==> src/rtl/imm_extend_pipe.sv <==
// Immediate extender with a two-entry valid/ready skid buffer.
// Decodes I/S/B/J/U/Z immediates to XLEN bits and carries a sideband tag.
//
// Ports:
//   clk_i, rst_i (async, active-high)
//   valid_i/ready_o/instr_i/immsrc_i/tag_i : upstream offer
//   valid_o/ready_i/immext_o/illegal_o/tag_o : downstream result
module imm_extend_pipe #(
  parameter int XLEN  = 32,
  parameter int TAG_W = 5
) (
  input  logic             clk_i,
  input  logic             rst_i,
  input  logic             valid_i,
  output logic             ready_o,
  input  logic [31:0]      instr_i,
  input  logic [2:0]       immsrc_i,
  input  logic [TAG_W-1:0] tag_i,
  output logic             valid_o,
  input  logic             ready_i,
  output logic [XLEN-1:0]  immext_o,
  output logic             illegal_o,
  output logic [TAG_W-1:0] tag_o
);

  // XLEN is meant to be 32 or 64 only.
  logic [63:0]      w;
  logic [XLEN-1:0]  dimm;
  logic             dill;
  logic             s;
  logic             unused_bits;

  assign s = instr_i[31];

  // Build a 64-bit result, then keep the low XLEN bits; for
  // XLEN=32 this still sign-extends U through bit 31.
  always_comb begin
    w    = '0;
    dill = 1'b0;
    unique case (1'b1)
      (immsrc_i == 3'b000):
        w = {{52{s}}, instr_i[31:20]};
      (immsrc_i == 3'b001):
        w = {{52{s}}, instr_i[31:25], instr_i[11:7]};
      (immsrc_i == 3'b010):
        w = {{51{s}}, s, instr_i[7], instr_i[30:25],
             instr_i[11:8], 1'b0};
      (immsrc_i == 3'b011):
        w = {{43{s}}, s, instr_i[19:12], instr_i[20],
             instr_i[30:21], 1'b0};
      (immsrc_i == 3'b100):
        w = {{32{s}}, instr_i[31:12], 12'b0};
      (immsrc_i == 3'b101):
        w = {59'b0, instr_i[19:15]};
      default: begin
        w    = '0;
        dill = 1'b1;
      end
    endcase
  end

  assign dimm        = w[XLEN-1:0];
  assign unused_bits = ^{instr_i[6:0], w};

  logic             ov, sv, rdy;
  logic [XLEN-1:0]  oimm, simm;
  logic             oill, sill;
  logic [TAG_W-1:0] otag, stag;
  logic             acc, pop;

  assign acc = valid_i & rdy;
  assign pop = ov & ready_i;

  // rdy mirrors "skid empty" as its own flop so ready_o has
  // no combinational path from ready_i.
  always_ff @(posedge clk_i or posedge rst_i) begin
    if (rst_i) begin
      ov   <= 1'b0;
      sv   <= 1'b0;
      rdy  <= 1'b1;
      oimm <= '0;
      oill <= 1'b0;
      otag <= '0;
      simm <= '0;
      sill <= 1'b0;
      stag <= '0;
    end else if (pop && sv) begin
      // acc cannot fire here: rdy is low while skid is full
      oimm <= simm;
      oill <= sill;
      otag <= stag;
      sv   <= 1'b0;
      rdy  <= 1'b1;
    end else if (acc && (!ov || pop)) begin
      oimm <= dimm;
      oill <= dill;
      otag <= tag_i;
      ov   <= 1'b1;
    end else if (acc) begin
      simm <= dimm;
      sill <= dill;
      stag <= tag_i;
      sv   <= 1'b1;
      rdy  <= 1'b0;
    end else if (pop) begin
      ov   <= 1'b0;
    end
  end

  assign ready_o   = rdy;
  assign valid_o   = ov;
  assign immext_o  = oimm;
  assign illegal_o = oill;
  assign tag_o     = otag;

endmodule

==> config.mk <==
export PLATFORM = sky130hd
export DESIGN_NAME = imm_extend_pipe
export DESIGN_NICKNAME = d
export VERILOG_FILES = /design/src/rtl/imm_extend_pipe.sv
export SDC_FILE = /design/constraint.sdc
export NUM_CORES = 1
export LEC_CHECK = 0
export ABC_AREA = 1
export CAP_MARGIN = 5
export CELL_PAD_IN_SITES_DETAIL_PLACEMENT = 0
export CELL_PAD_IN_SITES_GLOBAL_PLACEMENT = 1
export CORE_MARGIN = 2
export CORE_UTILIZATION = 39
export DETAILED_ROUTE_END_ITERATION = 12
export GPL_TIMING_DRIVEN = 0
export PLACE_DENSITY_LB_ADDON = 0.12
export SLEW_MARGIN = 20
export SYNTH_ARGS = -nofsm -noshare
export SYNTH_HDL_FRONTEND = slang
export SYNTH_SLANG_ARGS = --single-unit
==> constraint.sdc <==
create_clock -name clk_i -period 4.52 [get_ports clk_i]
set_input_delay 0.904 -clock clk_i [delete_from_list [all_inputs] [get_ports clk_i]]
set_output_delay 0.904 -clock clk_i [all_outputs]
set_load 0.02 [all_outputs]
Word level (Yosys, flattened, before mapping)
Index checks and enable logic that the tools add are counted.

cells by class
  equal/unequal tests = 7
  multiplexer cells = 17
  bitwise operators = 4
  reductions and logical operators = 12

operators with widths
  operator            count
  $pmux 32 s6         1
  $mux 32             2
  $mux 1              12
  $mux 5              2
  $eq 3x2->1 const B  2
  $eq 3x3->1 const B  2
  $reduce_and 3->1    2
  $reduce_bool 2->1   3
  $reduce_or 6->1     1
  $eq 3x1->1 const B  1
  $logic_not 3->1     1
  $and 1x1->1         2
  $logic_and 1x1->1   2
  $ne 2x1->1 const B  1
  $ne 2x2->1 const B  1
  $not 1->1           2
  $reduce_and 2->1    1
  $logic_not 1->1     1
  $logic_or 1x1->1    1

word-level totals
  register bits after elaboration = 79
  input bits = 44
  output and inout port bits = 40

Logic depth before layout (Yosys ltp)
Gate-level depths: netlist of run 1.

  depth after elaboration = 5
  depth in mapped cells = 10
  gate-level depth less buffers = 9

Least setup slack after synthesis of run 1
Ideal clock, no wire load.

  path type = input to register
  start = input port ready_i
  end = register oimm[10] (netlist: immext_o[10])
  arrival = 1.608 ns
  data required time = 4.396 ns
  setup slack = 2.788 ns
  stages = 9
  buffers on the path = 2
  cell sequence = inv_1 > nand2_1 > nand2_1 > nand2_1 > inv_2 > buf_2 > buf_4 > nand2_1 > nand3_1

on the way
  word-level cells in the longest chain between the ends = 4

ends and longest elaborated chain
  what                                line  RTL
  start, declared                     20    input logic ready_i,
  $and 1x1->1 (*)                     72    assign pop = ov & ready_i;
  $logic_or 1x1->1                    94    end else if (acc && (!ov || pop)) begin
  $logic_and 1x1->1                   94
  $reduce_bool 2->1 (no source line)  --
  end signal, assigned                89    oimm <= simm;
  end signal, assigned                95    oimm <= dimm;
  end, declared                       66    logic [XLEN-1:0] oimm, simm;

Mark *: on every way between the ends. The rest lies on a longest branch, timed or not.
A chain may end at the register's enable or synchronous reset.

Final worst setup path of run 1
  start = register rdy (netlist: ready_o)
  end = output port ready_o

RTL lines
  what                    line  RTL
  start, declared         65    logic ov, sv, rdy;
  start signal, assigned  80    rdy <= 1'b1;
  start signal, assigned  93    rdy <= 1'b1;
  start signal, assigned  104   rdy <= 1'b0;
  end, declared           15    output logic ready_o,

No word-level cell between the ends.

==> results of run 1 <==
==> state kept, by name, summed over array words and instances (netlist names) <==
signal,flops
stag,5
sv,1
simm,32
valid_o,1
sill,1
tag_o,5
immext_o,32
illegal_o,1
ready_o,1
==> metrics by stage <==
step / std cells / setup slack (ns) / total power [W] / utilization
floorplan: 464 / 1.59 / 0.000768 / -
detailed placement: 651 / 1.99 / 0.000824 / 0.500
finish: 667 / 2.13 / 0.00151 / 0.528
CTS: 667 / 2.11 / 0.00152 / 0.528
global placement: 650 / 0.168 / 0.000821 / 0.496
global route: 667 / 2.08 / 0.00157 / 0.528
==> tightest hold or removal path: stages, from the launching register on <==
cell	delay [ns]
dfstp_2	0.38
nand2_1	0.05
nand2_1	0.04
==> cell families after synthesis <==
| logic type | count (synthesis) | synth area share |
|---|---|---|
| buffers and inverters | 49 | 0.0640 |
| DFF | 79 | 0.541 |
| and+or+nand+nor | 304 | 0.338 |
| AOI/OAI and AO/OA | 32 | 0.0565 |
==> final timing paths <==
| check | from | endpoint | slack (ns) | cells past startpoint |
|---|---|---|---|---|
| setup / recovery | ready_o$_DFFE_PP1P_ | ready_o | 2.13 | 1 |
| hold / removal | ready_o$_DFFE_PP1P_ | ready_o$_DFFE_PP1P_ | 0.47 | 2 |
| setup reg to reg | ready_o$_DFFE_PP1P_ | simm[16]$_DFFE_PP0P_ | 2.96 | 5 |
| hold reg to reg | ready_o$_DFFE_PP1P_ | ready_o$_DFFE_PP1P_ | 0.47 | 2 |
| max in group asynchronous | rst_i | immext_o[14]$_DFFE_PP0P_ | 3.07 | 3 |
| min in group asynchronous | rst_i | stag[0]$_DFFE_PP0P_ | 0.86 | 2 |
==> layout make-up <==
type,instances,share of cell area
flip-flops and latches,79,0.409
multi-input cells,336,0.298
repair buffers,76,0.161
plain buffers,24,0.0290
well taps,111,0.0287
clock buffers,11,0.0272
clock inverters,5,0.0267
inverters,25,0.0199
==> cells in the final DEF (no fill, tap or decap), types with 2 or more instances in the layout <==
cell | Yosys | layout
o21ai_0 | 8 | 8
bufinv_16 | 0 | 4
clkbuf_1 | 4 | 6
clkbuf_8 | 0 | 9
inv_2 | 5 | 5
o211ai_1 | 7 | 7
clkdlybuf4s50_1 | 0 | 75
buf_6 | 2 | 2
nor2_1 | 21 | 21
buf_4 | 5 | 5
a31oi_1 | 14 | 14
inv_1 | 20 | 19
nand2_1 | 230 | 230
nand3_1 | 42 | 42
buf_2 | 13 | 13
dfrtp_1 | 78 | 78
o21ai_1 | 2 | 2
nand4_1 | 7 | 7
nor2_4 | 2 | 2
==> cell usage after synthesis <==
cell type  count
a31oi_1       14
o21ai_1        2
buf_4          5
nand2_2        1
nor2_1        21
buf_6          2
o211ai_1       7
o21ai_4        1
nand3_2        1
nand4_1        7
dfstp_2        1
nand3_1       42
clkbuf_1       4
nor2_4         2
dfrtp_1       78
nand2_1      230
inv_1         20
o21ai_0        8
inv_2          5
buf_2         13
==> metal layers <==
metal,vias up,GRT usage,part of all wire
met1,1569,0.305,0.48
met4,0,0.0643,0.015
met2,93,0.329,0.46
met3,11,0.0395,0.046
li1,1647,-,-
met5,-,0,0
==> power by group through the flow <==
stage | Combinational (W) | Clock [W] | Sequential (W)
final | 0.000103 | 0.000696 | 0.000706
after global routing | 0.000115 | 0.000746 | 0.000706
after CTS | 0.000104 | 0.000710 | 0.000706
after detailed placement | 0.000104 | 0 | 0.000720
after global placement | 0.000100 | 0 | 0.000720
after floorplan | 0.0000475 | 0 | 0.000720
==> out/metrics.cfg, run 1 <==
[clocking]
clockBufferDepth=2
clkTransAtPathRegs_ns=0.08
postCtsHoldBufs=0
clock_latency_ns=0.36
cts_resized=0
cts_setup_buffers=0
cts_buffers=9
cts_tree=built
cts_root_buffer=clkbuf_8
cts_sinks=79
htreeDepth=3

[sta]
holdWs_ns=0.471
relSlewSlack=0.611
clock_skew_ns=0.0133
rsz0062_at_grt=no
finalCriticalPeriod_ns=2.39
fmax_mhz=418
setup_viol=0
worst_slew_pin_slew_ns=0.584
post-route-period-util=0.529
hold_viol_final=0
slew_violations=0
fin_setup_tns_ns=0

[detailed_routing]
firstDrtPassIters=5
ant_nets=0
drt_iter0_markers=185
vias_per_cell=4.98
wire_per_inst_um=14.9
route.detailed.drc=0
vias=3320
drt_wl_total_um=9930

[critical_path]
start_kind=flop
slowest_stage=clkdlybuf4s50_1
critPathMaxFanout=3
path_buf_inv=1
crit_arrival_ns=1.49
crit_required_ns=3.62
path_class=flop to primary output
crit_family=buffers and inverters
cp_cell_sequence=clkdlybuf4s50_1
end_kind=primary output
cp_slowest_stage_delay_ns=0.60

[synthesis]
yosys.area.top_type=dfrtp_1
syn-cell-area_sq_um=3650
synth.avg_cell_area_sq_um=7.87
synthTopCellsByArea=dfrtp_1 53%, nand2_1 24%, nand3_1 5.8%
ys_types=20
synthCells=464
synth_top_area_frac=0.534
ys_seq_area_frac=0.541
synth_warnings=0
synth_nets=508
ys_ff_latch=79

[place]
placed_cell_area_sq_um=4570
place_congestion=0.858
dp_hpwl_um=7200
numPortBuffers=75

[power]
p_sw_w=0.000330
power_density_nw_per_um2=311
p_int_w=0.00117
combPwrFrac=0.069
leakagePower_nw=2.46
clockPowerShare=0.462
switching_share=0.219
pwr-share-seq=0.469
peakVddDrop_uv=169

[final_layout]
fin_nets=595
regArea_sq_um=1980
multi_input_area_sq_um=1440
drive_gt1_frac=0.0845
num_antenna_cells=0
fill_cells=883
syn2layout_area_growth_pct=32.3
finalInstanceArea_sq_um=4830

[global_routing]
antenna_found_initial=0
grt_usage=0.213
grt_first_pass_wirelength_um=16400
grt_pass1_vias=3139
grt_overflow=0
grt_max_degree=55

[floorplan]
fp.dieW_um=101
die_y_um=101
die_area_sq_um=10200
ioPinCount=84
coreArea_sq_um=9150
num_rows=35
initial_core_util=0.399

[hold_path]
hold_class=flop to flop

[status]
status=completed

[flow_run]
max-cap-violations=0

Power figures use the tool's default switching activity.
==> inputs of run 2 (changes only) <==
--- a/config.mk
+++ b/config.mk
@@ -10,7 +10,7 @@
 export CELL_PAD_IN_SITES_DETAIL_PLACEMENT = 0
 export CELL_PAD_IN_SITES_GLOBAL_PLACEMENT = 1
 export CORE_MARGIN = 2
-export CORE_UTILIZATION = 39
+export CORE_UTILIZATION = 33
 export DETAILED_ROUTE_END_ITERATION = 12
 export GPL_TIMING_DRIVEN = 0
 export PLACE_DENSITY_LB_ADDON = 0.12
==> constraint.sdc (replaced) <==
create_clock -name clk_i -period 2 [get_ports clk_i]
set_input_delay 0.4 -clock clk_i [delete_from_list [all_inputs] [get_ports clk_i]]
set_output_delay 0.4 -clock clk_i [all_outputs]
set_load 0.02 [all_outputs]
==> out/metrics.cfg, run 2 (synthesis gave the netlist of run 1 again) <==
[clocking]
postCtsHoldBufs=0
cts_resized=0
clock_latency_ns=0.35
cts_sinks=79
cts_tree=built
clockBufferDepth=2
htreeDepth=3
cts_setup_buffers=0
cts_buffers=9
clkTransAtPathRegs_ns=0.08
cts_root_buffer=clkbuf_8

[critical_path]
cp_cell_sequence=clkdlybuf4s50_1
crit_family=buffers and inverters
path_class=flop to primary output
worstRegToRegCells=5
crit_required_ns=1.60
reg2reg_to=simm[16]$_DFFE_PP0P_
cp_slowest_stage_delay_ns=0.59
reg2reg_slack_ns=0.44
end_kind=primary output
startpoint=ready_o$_DFFE_PP1P_
critPathMaxFanout=3
crit_arrival_ns=1.50
start_kind=flop
path_buf_inv=1
r2r_start=ready_o$_DFFE_PP1P_
slowest_stage=clkdlybuf4s50_1

[detailed_routing]
drt_wl_total_um=10600
route.detailed.drc=0
ant_nets=0
wire_per_inst_um=15.2
firstDrtPassIters=5
vias=3317
vias_per_cell=4.76
drt_iter0_markers=130

[global_routing]
grt_max_degree=30
antenna_found_initial=0
grt_util_met2=0.312
grt_util_met1=0.258
grt_overflow=0
grt_use_met3=0.0341
grt_usage=0.193
grt_first_pass_wirelength_um=17300
grt-busiest-layer=met2
grt_pass1_vias=3368

[floorplan]
die_area_sq_um=11900
fp.dieW_um=109
coreArea_sq_um=10800
initial_core_util=0.337
die_y_um=109
num_rows=38
ioPinCount=84

[place]
place_congestion=0.853
preCtsSetupSlack_ns=-0.0665
numPortBuffers=75
dp_hpwl_um=7720

[sta]
setup_viol=0
rsz0062_at_grt=no
post-route-period-util=0.948
fin_ws_ns=0.104
holdWs_ns=0.432
slew_violations=0
relSlewSlack=0.537
finalCriticalPeriod_ns=1.90
clock_skew_ns=0.00748
worst_slew_pin_slew_ns=0.694
hold_viol_final=0
fmax_mhz=527

[power]
peakVddDrop_uv=334
power_density_nw_per_um2=663
leakagePower_nw=2.45
power_w=0.00321

[final_layout]
fin_util=0.447
syn2layout_area_growth_pct=32.7
final_common_cell=nand2_1
num_antenna_cells=0
final_cell_mix=230 x nand2_1, 78 x dfrtp_1, 75 x clkdlybuf4s50_1
fin_nets=596
drive_gt1_frac=0.0862

[hold_path]
hold_path_depth=3
min_to=simm[27]$_DFFE_PP0P_
hold_class=input port to flop
hp-start=immsrc_i[2]

[status]
status=completed

[flow_run]
max-cap-violations=0

-- run 2: layer usage --
metal	wire, um	vias up	share of wire
li1	-	1647	-
met1	5050	1561	0.47
met2	4830	88	0.45
met3	528	21	0.050
met4	224	0	0.021
met5	0	-	0
-- run 2: layout make-up --
type | count | area, sq um
Clock buffer | 13 | 159
Tap cell | 140 | 175
Multi-Input combinational cell | 336 | 1440
Sequential cell | 79 | 1980
Timing Repair Buffer | 77 | 791
Inverter | 25 | 97.6
Fill cell | 1147 | 5990
Clock inverter | 3 | 65.1
Buffer | 24 | 140
-- run 2: power breakdown --
group | internal [W] | switching, W | total, W
logic | 0.0000994 | 0.000140 | 0.000239
clock network | 0.000772 | 0.000607 | 0.00138
registers | 0.00160 | 0 | 0.00160
total | 0.00247 | 0.000746 | 0.00321
-- run 2: per-stage QoR --
stage | setup TNS [ns] | cell area [sq um] | cells
2_1_floorplan | 0 | 3660 | 464
3_3_place_gp | -24.99 | 4580 | 679
3_5_place_dp | -0.308 | 4620 | 681
4_1_cts | 0 | 4850 | 697
5_1_grt | 0 | 4850 | 697
6_report | 0 | 4850 | 697
-- run 2: how the worst max path moves through the flow --
stage	to	depth (start not counted)
2_1_floorplan	immext_o[10]$_DFFE_PP0P_	9
3_3_place_gp	immext_o[3]$_DFFE_PP0P_	2
5_1_grt	ready_o	1
4_1_cts	ready_o	1
6_report	ready_o	1
3_5_place_dp	immext_o[28]$_DFFE_PP0P_	6
==> inputs of run 3 (changes only) <==
--- a/config.mk
+++ b/config.mk
@@ -11,9 +11,11 @@
 export CELL_PAD_IN_SITES_GLOBAL_PLACEMENT = 1
 export CORE_MARGIN = 2
 export CORE_UTILIZATION = 33
+export CTS_CLUSTER_DIAMETER = 100
 export DETAILED_ROUTE_END_ITERATION = 12
 export GPL_TIMING_DRIVEN = 0
 export PLACE_DENSITY_LB_ADDON = 0.12
+export SETUP_SLACK_MARGIN = 0.02
 export SLEW_MARGIN = 20
 export SYNTH_ARGS = -nofsm -noshare
 export SYNTH_HDL_FRONTEND = slang
==> results of run 3 <==
Same layout as run 2: the final DEF is identical, and so are final timing and power.
